**config.mk**
```make
export PLATFORM = sky130hd
export DESIGN_NAME = proc_ctrl_flat
export DESIGN_NICKNAME = d
export VERILOG_FILES = /design/src/rtl/proc_pkg.sv /design/src/rtl/proc_ctrl_if.sv /design/src/rtl/proc_ctrl_decode.sv /design/src/rtl/proc_ctrl.sv /design/src/flat_wrapper.sv
export SDC_FILE = /design/constraint.sdc
export NUM_CORES = 1
export LEC_CHECK = 0
export BUFFER_PORTS_ARGS = -buffer_cell sky130_fd_sc_hd__buf_2
export CELL_PAD_IN_SITES_DETAIL_PLACEMENT = 0
export CELL_PAD_IN_SITES_GLOBAL_PLACEMENT = 1
export CORE_UTILIZATION = 30
export CTS_CLUSTER_SIZE = 25
export DETAILED_ROUTE_END_ITERATION = 6
export PLACE_DENSITY = 0.76
export SYNTH_ARGS = -nofsm -noshare
export SYNTH_HDL_FRONTEND = slang
export SYNTH_SLANG_ARGS = --single-unit
```
**constraint.sdc**
```tcl
create_clock -name clk -period 5 [get_ports clk]
set_input_delay 1 -clock clk [delete_from_list [all_inputs] [get_ports clk]]
set_output_delay 1 -clock clk [all_outputs]
set_load 0.01 [all_outputs]
```
**src/rtl/proc_pkg.sv**
```systemverilog
// Shared types and constants for the lab03 multi-cycle control unit.
package proc_pkg;

  localparam int NREG  = 8;
  localparam int SEL_W = 4;
  localparam int IW    = 16;
  localparam int RW    = $clog2(NREG);

  // Instruction field positions: [op:3][rX:RW][rY:RW][ignored]
  localparam int OP_HI = IW - 1;
  localparam int RX_HI = IW - 4;
  localparam int RY_HI = IW - 4 - RW;

  // Bus mux select encoding
  localparam logic [SEL_W-1:0] SEL_G  = SEL_W'(0);
  localparam logic [SEL_W-1:0] SEL_R0 = SEL_W'(1);
  localparam logic [SEL_W-1:0] SEL_A  = SEL_W'(NREG + 1);

  typedef enum logic [2:0] {
    OP_MV  = 3'b000,
    OP_MVI = 3'b001,
    OP_ADD = 3'b010,
    OP_SUB = 3'b011
  } op_t;

  typedef enum logic [1:0] {
    ST_IDLE = 2'd0,
    ST_T1   = 2'd1,
    ST_T2   = 2'd2,
    ST_T3   = 2'd3
  } state_t;

  // Only the decoded fields of the instruction register are kept.
  typedef struct packed {
    op_t           op;
    logic [RW-1:0] rx;
    logic [RW-1:0] ry;
  } ir_t;

  // Bus select that puts general register r on the bus.
  function automatic logic [SEL_W-1:0] sel_reg(input logic [RW-1:0] r);
    return SEL_R0 + SEL_W'(r);
  endfunction

  // One-hot write enable for general register r.
  function automatic logic [NREG-1:0] reg_onehot(input logic [RW-1:0] r);
    return NREG'(1) << r;
  endfunction

endpackage

```
**src/rtl/proc_ctrl_if.sv**
```systemverilog
// Instruction handshake plus datapath control bundle of the control unit.
interface proc_ctrl_if
  import proc_pkg::*;
();
  logic             instr_valid;
  logic             instr_ready;
  logic [IW-1:0]    instr_word;
  logic [SEL_W-1:0] bus_sel;
  logic [NREG-1:0]  r_in;
  logic             a_in;
  logic             a_src_din;
  logic             g_in;
  logic             alu_sub;
  logic             done;
  logic             illegal;

  // Instruction source / datapath observer side
  modport master (
    output instr_valid, instr_word,
    input  instr_ready, bus_sel, r_in, a_in, a_src_din, g_in, alu_sub, done, illegal
  );

  // Control unit side
  modport slave (
    input  instr_valid, instr_word,
    output instr_ready, bus_sel, r_in, a_in, a_src_din, g_in, alu_sub, done, illegal
  );
endinterface

```
**src/rtl/proc_ctrl_decode.sv**
```systemverilog
// Combinational decode of (state, IR) into the datapath control vector.
module proc_ctrl_decode
  import proc_pkg::*;
(
  input  state_t           state,
  input  ir_t              ir,
  output logic [SEL_W-1:0] bus_sel,
  output logic [NREG-1:0]  r_in,
  output logic             a_in,
  output logic             a_src_din,
  output logic             g_in,
  output logic             alu_sub,
  output logic             done,
  output logic             illegal
);

  // Moore decode: each step drives only the enables it needs.
  always_comb begin
    // NOTE: every output gets a default first so no path leaves it unassigned (no latch).
    bus_sel   = SEL_G;
    r_in      = '0;
    a_in      = 1'b0;
    a_src_din = 1'b0;
    g_in      = 1'b0;
    alu_sub   = 1'b0;
    done      = 1'b0;
    illegal   = 1'b0;
    case (state)
      ST_T1: begin
        case (ir.op)
          OP_MV: begin
            bus_sel = sel_reg(ir.ry);
            r_in    = reg_onehot(ir.rx);
            done    = 1'b1;
          end
          OP_MVI: begin
            a_in      = 1'b1;
            a_src_din = 1'b1;
          end
          OP_ADD, OP_SUB: begin
            bus_sel = sel_reg(ir.rx);
            a_in    = 1'b1;
          end
          default: begin
            illegal = 1'b1;
            done    = 1'b1;
          end
        endcase
      end
      ST_T2: begin
        case (ir.op)
          OP_MVI: begin
            bus_sel = SEL_A;
            r_in    = reg_onehot(ir.rx);
            done    = 1'b1;
          end
          OP_ADD, OP_SUB: begin
            bus_sel = sel_reg(ir.ry);
            g_in    = 1'b1;
            alu_sub = (ir.op == OP_SUB);
          end
          default: ;
        endcase
      end
      ST_T3: begin
        if (ir.op == OP_ADD || ir.op == OP_SUB) begin
          bus_sel = SEL_G;
          r_in    = reg_onehot(ir.rx);
          done    = 1'b1;
        end
      end
      default: ;
    endcase
  end

endmodule

```
**src/rtl/proc_ctrl.sv**
```systemverilog
// Multi-cycle control unit: state register, instruction register, step sequencing.
module proc_ctrl
  import proc_pkg::*;
(
  input  logic       clk,
  input  logic       rst_n,
  proc_ctrl_if.slave bus
);

  state_t state, state_nx;
  ir_t    ir;
  logic   accept;

  // Low instruction bits carry no meaning for this unit.
  logic   unused_ir_lsbs;
  assign unused_ir_lsbs = ^bus.instr_word[RY_HI-RW:0];

  assign bus.instr_ready = (state == ST_IDLE);
  assign accept          = bus.instr_valid && bus.instr_ready;

  // State and instruction register; reset aborts any instruction in flight.
  always_ff @(posedge clk or negedge rst_n) begin
    // NOTE: sequential state uses non-blocking assignments; the async reset clears IR too.
    if (!rst_n) begin
      state <= ST_IDLE;
      ir    <= '0;
    end else begin
      state <= state_nx;
      if (accept) begin
        ir.op <= op_t'(bus.instr_word[OP_HI -: 3]);
        ir.rx <= bus.instr_word[RX_HI -: RW];
        ir.ry <= bus.instr_word[RY_HI -: RW];
      end
    end
  end

  // Next step: leave for IDLE on the step that signals done.
  always_comb begin
    state_nx = state;
    case (state)
      ST_IDLE: if (accept) state_nx = ST_T1;
      ST_T1:   state_nx = bus.done ? ST_IDLE : ST_T2;
      ST_T2:   state_nx = bus.done ? ST_IDLE : ST_T3;
      default: state_nx = ST_IDLE;
    endcase
  end

  proc_ctrl_decode u_decode (
    .state     (state),
    .ir        (ir),
    .bus_sel   (bus.bus_sel),
    .r_in      (bus.r_in),
    .a_in      (bus.a_in),
    .a_src_din (bus.a_src_din),
    .g_in      (bus.g_in),
    .alu_sub   (bus.alu_sub),
    .done      (bus.done),
    .illegal   (bus.illegal)
  );

endmodule

```
**src/flat_wrapper.sv**
```systemverilog
// flat-port wrapper written by rule: the top's interface ports become plain ports
module proc_ctrl_flat import proc_pkg::*;
  (clk, rst_n, bus_instr_valid, bus_instr_word, bus_instr_ready, bus_bus_sel, bus_r_in, bus_a_in, bus_a_src_din, bus_g_in, bus_alu_sub, bus_done, bus_illegal);
  proc_ctrl_if bus_i ();
  input  logic clk;
  input  logic rst_n;
  input wire logic [$bits(bus_i.instr_valid)-1:0] bus_instr_valid;
  input wire logic [$bits(bus_i.instr_word)-1:0] bus_instr_word;
  output wire logic [$bits(bus_i.instr_ready)-1:0] bus_instr_ready;
  output wire logic [$bits(bus_i.bus_sel)-1:0] bus_bus_sel;
  output wire logic [$bits(bus_i.r_in)-1:0] bus_r_in;
  output wire logic [$bits(bus_i.a_in)-1:0] bus_a_in;
  output wire logic [$bits(bus_i.a_src_din)-1:0] bus_a_src_din;
  output wire logic [$bits(bus_i.g_in)-1:0] bus_g_in;
  output wire logic [$bits(bus_i.alu_sub)-1:0] bus_alu_sub;
  output wire logic [$bits(bus_i.done)-1:0] bus_done;
  output wire logic [$bits(bus_i.illegal)-1:0] bus_illegal;
  assign bus_i.instr_valid = bus_instr_valid;
  assign bus_i.instr_word = bus_instr_word;
  assign bus_instr_ready = bus_i.instr_ready;
  assign bus_bus_sel = bus_i.bus_sel;
  assign bus_r_in = bus_i.r_in;
  assign bus_a_in = bus_i.a_in;
  assign bus_a_src_din = bus_i.a_src_din;
  assign bus_g_in = bus_i.g_in;
  assign bus_alu_sub = bus_i.alu_sub;
  assign bus_done = bus_i.done;
  assign bus_illegal = bus_i.illegal;
  proc_ctrl u_core (.clk(clk), .rst_n(rst_n), .bus(bus_i));
endmodule
```
==> results of run 1 <==
[cells in the mapped netlist (all sizes together)]
cell type / count
ha: 12
dfrtp: 11
mux2: 10
and3: 8
inv: 7
nor2: 5
a21oi: 4
and2: 3
nor2b: 3
nor3b: 3
a2111oi: 2
a22o: 2
buf: 2
nand2: 2
nand3b: 2
o21a: 2
o31a: 2
a21boi: 1
mux2i: 1
nand3: 1
nor3: 1
nor4: 1
nor4bb: 1
o21ba: 1
or4b: 1
xnor2: 1
[cells by family after synthesis]
logic type | Yosys count | share of synthesized area
buffers and inverters | 9 | 0.04725
muxes | 11 | 0.1286
and+or+nand+nor | 31 | 0.2191
adders and majority gates | 12 | 0.1575
xor gates and xnor gates | 1 | 0.009188
DFF | 11 | 0.2887
AOI/OAI and AO/OA | 14 | 0.1496
[sequential cells by signal, indices dropped and copies added (netlist names)]
register	count
u_core.ir	9
u_core.state	2
[power breakdown]
group          switching [uW]  internal, uW  leakage [uW]
Sequential               72.6           134      0.000131
Combinational             176           182      0.000463
Clock                    29.4          30.8     0.0000150
[cells in the final DEF (no fill, tap or decap), types with 2 or more instances in the layout]
cell type and n:
buf_2 30, inv_1 7, mux2_1 4, a22o_1 2, nand3b_1 2, o31a_1 2
dfrtp_1 11, clkbuf_4 3, a21oi_1 4, and2_1 3, nand2_1 2, nor2_1 5
and3_1 8, nor3b_1 3, nor2b_1 2, mux2_2 6, a2111oi_4 2, ha_1 12
o21a_1 2
[through the flow]
stage	util	setup WS, ns
after floorplan	-	2.469
after global placement	0.3764	2.234
after detailed placement	0.3764	2.134
after CTS	0.3851	1.824
after global routing	0.3851	1.608
final	0.3851	1.875
[area by class of cell]
type | instances | area (um^2) | area share
tap | 44 | 55.05 | 0.04721
timing repair buffer | 30 | 150.1 | 0.1288
inverter | 7 | 26.28 | 0.02253
sequential | 11 | 275.3 | 0.2361
multi-input combinational | 69 | 633.1 | 0.5429
clock buffer | 4 | 26.28 | 0.02253
[worst reg2reg max path, stage by stage (launching register included)]
cell and delay [ns]:
dfrtp_1 0.43, inv_1 0.11, ha_1 0.35, nand2_1 0.33
mux2_1 0.40
[worst paths after layout]
kind / from / to / slack [ns]
setup reg to reg: u_core.state[0] / u_core.ir[4] / 3.27
hold reg to reg: u_core.ir[1] / u_core.ir[1] / 0.53
setup / recovery: u_core.state[1] / bus_r_in[5] / 1.88
hold / removal: u_core.ir[1] / u_core.ir[1] / 0.53
min in group asynchronous: rst_n / u_core.state[1] / 0.59
max in group asynchronous: rst_n / u_core.ir[4] / 4.20
[per-layer routing]
layer | wire, um | GRT usage | vias up
met4 | 27 | 0.07143 | 0
li1 | - | - | 385
met3 | 65 | 0.01538 | 2
met5 | 0 | 0 | -
met1 | 858 | 0.1533 | 340
met2 | 915 | 0.1970 | 19
==> impl_metrics.ini, run 1 <==
[outcome]
status = finished clean

[routing]
drt_first_pass_iters = 4
antenna_left = 0
drt_iter0_markers = 27
via_per_inst = 4.521
wl_per_cell_um = 11.32
via_count = 746
wl_um = 1867
drc = 0

[worst_setup_path]
start_kind = flop
arrival_ns = 2.12
slowest_delay_ns = 0.50
path_buf_inv = 2
path_delay_family = compound AO/OA/AOI/OAI gates
cp.depth = 6
critPathKind = reg -> out
cp-end-kind = output port
cp.required_ns = 4.00
critical_path.max_fanout = 9
crit_chain = inv_1 > ha_1 > mux2i_1 > a2111oi_4 > and3_1 > buf_2
crit_slowest_cell = a2111oi_4
ff2ff_path_depth = 4

[yosys]
yosysTopAreaCell = dfrtp_1
synthCells = 89
syn_avg_cell_area_um2 = 10.71
ys_seq_area_frac = 0.2887
syn_area_um2 = 953.4
synth_cell_types = 29
synth_top_area_share = 0.2887
synthTopCellsByArea = dfrtp_1 (29%), ha_1 (16%), mux2_2 (7.1%), a2111oi_4 (5.8%), and3_1 (5.2%)
yosys_register_bits = 11
yosys_warnings = 0
syn-num-nets = 120

[placed_design]
dpl.cell_count = 161
gp_congestion = 0.7746
dp_hpwl_um = 1576
placed_area_mm2 = 0.001140
portBuffers = 30

[sta]
setup_viol_count_final = 0
fin_crit_sh = 0.6250
maxSlewViolCount = 0
fin_crit_ns = 3.125
rsz0062_at_grt = no
skew_ns = 0.003194
whs_ns = 0.5316
worst_pin_slew_ns = 0.4135
hold_viol = 0
setup_tns_ns = 0
fmax_mhz = 320.0
relSlewSlack = 0.7244

[clock_network]
postCtsHoldBufs = 0
cts_resized = 0
cts-root-buf = clkbuf_4
cts_tree = done
htree_levels = 1
post_cts_buffers = 0
clock_latency_ns = 0.26
cts.clk_slew.worst_paths_ns = 0.07
cts.sinks = 11
clockBufferDepth = 2
cts_made_buffers = 3

[floorplan]
die_w_um = 58.38
die_area_mm2 = 0.003408
placement_rows = 20
core_area_mm2 = 0.003028
start_util = 0.3149
die_height_um = 58.38
pin_count = 38

[global_routing]
track_usage = 0.1207
grt_pass1_vias = 708
grt_pass1_wl_um = 3098
grt_start_max_net_pins = 12
grt_antenna_before_repair = 0
grt_overflow = 0

[finish]
antennaDiodeCount = 0
layout-drive-gt1-share = 0.3719
synthToLayoutAreaGrowth_pct = 22.31
final_nets = 153
final_cells = 165
fill_cells = 324
stdcell_area_mm2 = 0.001166

[power]
p_per_area_mw_per_mm2 = 536.2
total_power_uw = 625.3
ir_drop_mv = 0.1451
leakagePower_uw = 0.0006087

[min_path]
hold_depth = 1
hp-class = reg -> reg

[flow_run]
cap_violations = 0
(Power assumes the default switching activity.)
==> run 2, diff against run 1 <==
==> constraint.sdc (replaced) <==
create_clock -name clk -period 3.1 [get_ports clk]
set_input_delay 0.62 -clock clk [delete_from_list [all_inputs] [get_ports clk]]
set_output_delay 0.62 -clock clk [all_outputs]
set_load 0.01 [all_outputs]
==> impl_metrics.ini, run 2 (synthesized netlist as in run 1, its figures left out) <==
[placed_design]
placed_area_mm2 = 0.001140
gp_congestion = 0.7742
place_ws_ns = 0.6435
dp_hpwl_um = 1586
portBuffers = 30

[worst_setup_path]
reg2reg_from = u_core.state[0]
critical_path.max_fanout = 9
ff2ff_path_depth = 4
cp.required_ns = 2.48
crit_slowest_cell = a2111oi_4
slowest_delay_ns = 0.51
arrival_ns = 2.12
path_buf_inv = 2
crit_chain = inv_1 > ha_1 > mux2i_1 > a2111oi_4 > and3_1 > buf_2
cp.depth = 6
critPathKind = reg -> out
crit_start = u_core.state[1]
cp-end-kind = output port
path_delay_family = compound AO/OA/AOI/OAI gates
start_kind = flop

[clock_network]
cts_tree = done
postCtsHoldBufs = 0
htree_levels = 1
clockBufferDepth = 2
cts-root-buf = clkbuf_4
cts_resized = 0
cts.clk_slew.worst_paths_ns = 0.07
clock_latency_ns = 0.26
post_cts_buffers = 0
cts_made_buffers = 3
cts.sinks = 11

[sta]
worst_pin_slew_ns = 0.4232
fin_crit_ns = 2.740
fin_crit_sh = 0.8838
fmax_mhz = 365.0
skew_ns = 0.003377
fin_ws_ns = 0.3602
maxSlewViolCount = 0
hold_viol = 0
setup_viol_count_final = 0
relSlewSlack = 0.7179
rsz0062_at_grt = no
setup_tns_ns = 0
whs_ns = 0.2126

[finish]
regArea_um2 = 275.3
reg_top3 = u_core.ir x9, u_core.state x2
layout-drive-gt1-share = 0.3719
final_nets = 153
antennaDiodeCount = 0
largest_register = u_core.ir
final_common_cell = buf_2
largest_reg_flops = 9
synthToLayoutAreaGrowth_pct = 22.31
fill_cells = 325
stdcell_area_mm2 = 0.001166
multi_input_area_um2 = 633.1
final_cell_mix = buf_2 (30), ha_1 (12), dfrtp_1 (11), and3_1 (8), inv_1 (7)

[floorplan]
die_w_um = 58.38
pin_count = 38
start_util = 0.3149
die_height_um = 58.38
die_area_mm2 = 0.003408
core_area_mm2 = 0.003028
placement_rows = 20

[routing]
wl_per_cell_um = 11.32
drt_first_pass_iters = 4
via_count = 748
wl_um = 1868
via_per_inst = 4.533
antenna_left = 0
drc = 0
drt_iter0_markers = 10

[min_path]
hp-class = in -> async

[global_routing]
grt_overflow = 0
grt_pass1_wl_um = 3187
grt_pass1_vias = 727
grt_antenna_before_repair = 0
grt_start_max_net_pins = 12
track_usage = 0.1235

[power]
leakagePower_uw = 0.0006087
p_per_area_mw_per_mm2 = 864.3
ir_drop_mv = 0.2320
total_power_uw = 1008

[flow_run]
cap_violations = 0

[outcome]
status = finished clean
==> run 2: worst paths after layout <==
path                                 to  slack (ns)
min reg2reg                u_core.ir[1]        0.54
max reg2reg                u_core.ir[4]        1.35
min in group clk           u_core.ir[1]        0.54
max                         bus_r_in[2]        0.36
min                        u_core.ir[7]        0.21
max in group asynchronous  u_core.ir[4]        2.68
==> run 2: per-stage QoR <==
step,utilization,cells
2_1_floorplan,-,89
4_1_cts,0.3851,165
3_3_place_gp,0.3764,161
3_5_place_dp,0.3764,161
5_1_grt,0.3851,165
6_report,0.3851,165
==> run 2: area by class of cell <==
cell class | instances | area share
clock buffers | 4 | 0.02253
inverters | 7 | 0.02253
multi-input cells | 69 | 0.5429
flip-flops and latches | 11 | 0.2361
well taps | 44 | 0.04721
repair buffers | 30 | 0.1288
==> run 2: power by group <==
group          switching, uW  internal (uW)  total (uW)  leakage, uW
Sequential               118            216         334     0.000131
Combinational            285            294         578     0.000463
Clock                   45.7           49.7        95.3    0.0000150
==> run 2: layer usage <==
layer / track usage / routed length, um / up-vias
met5: 0 / 0 / -
met4: 0.07143 / 27 / 0
met3: 0.01538 / 82 / 2
met2: 0.2036 / 916 / 19
met1: 0.1559 / 842 / 341
li1: - / - / 386
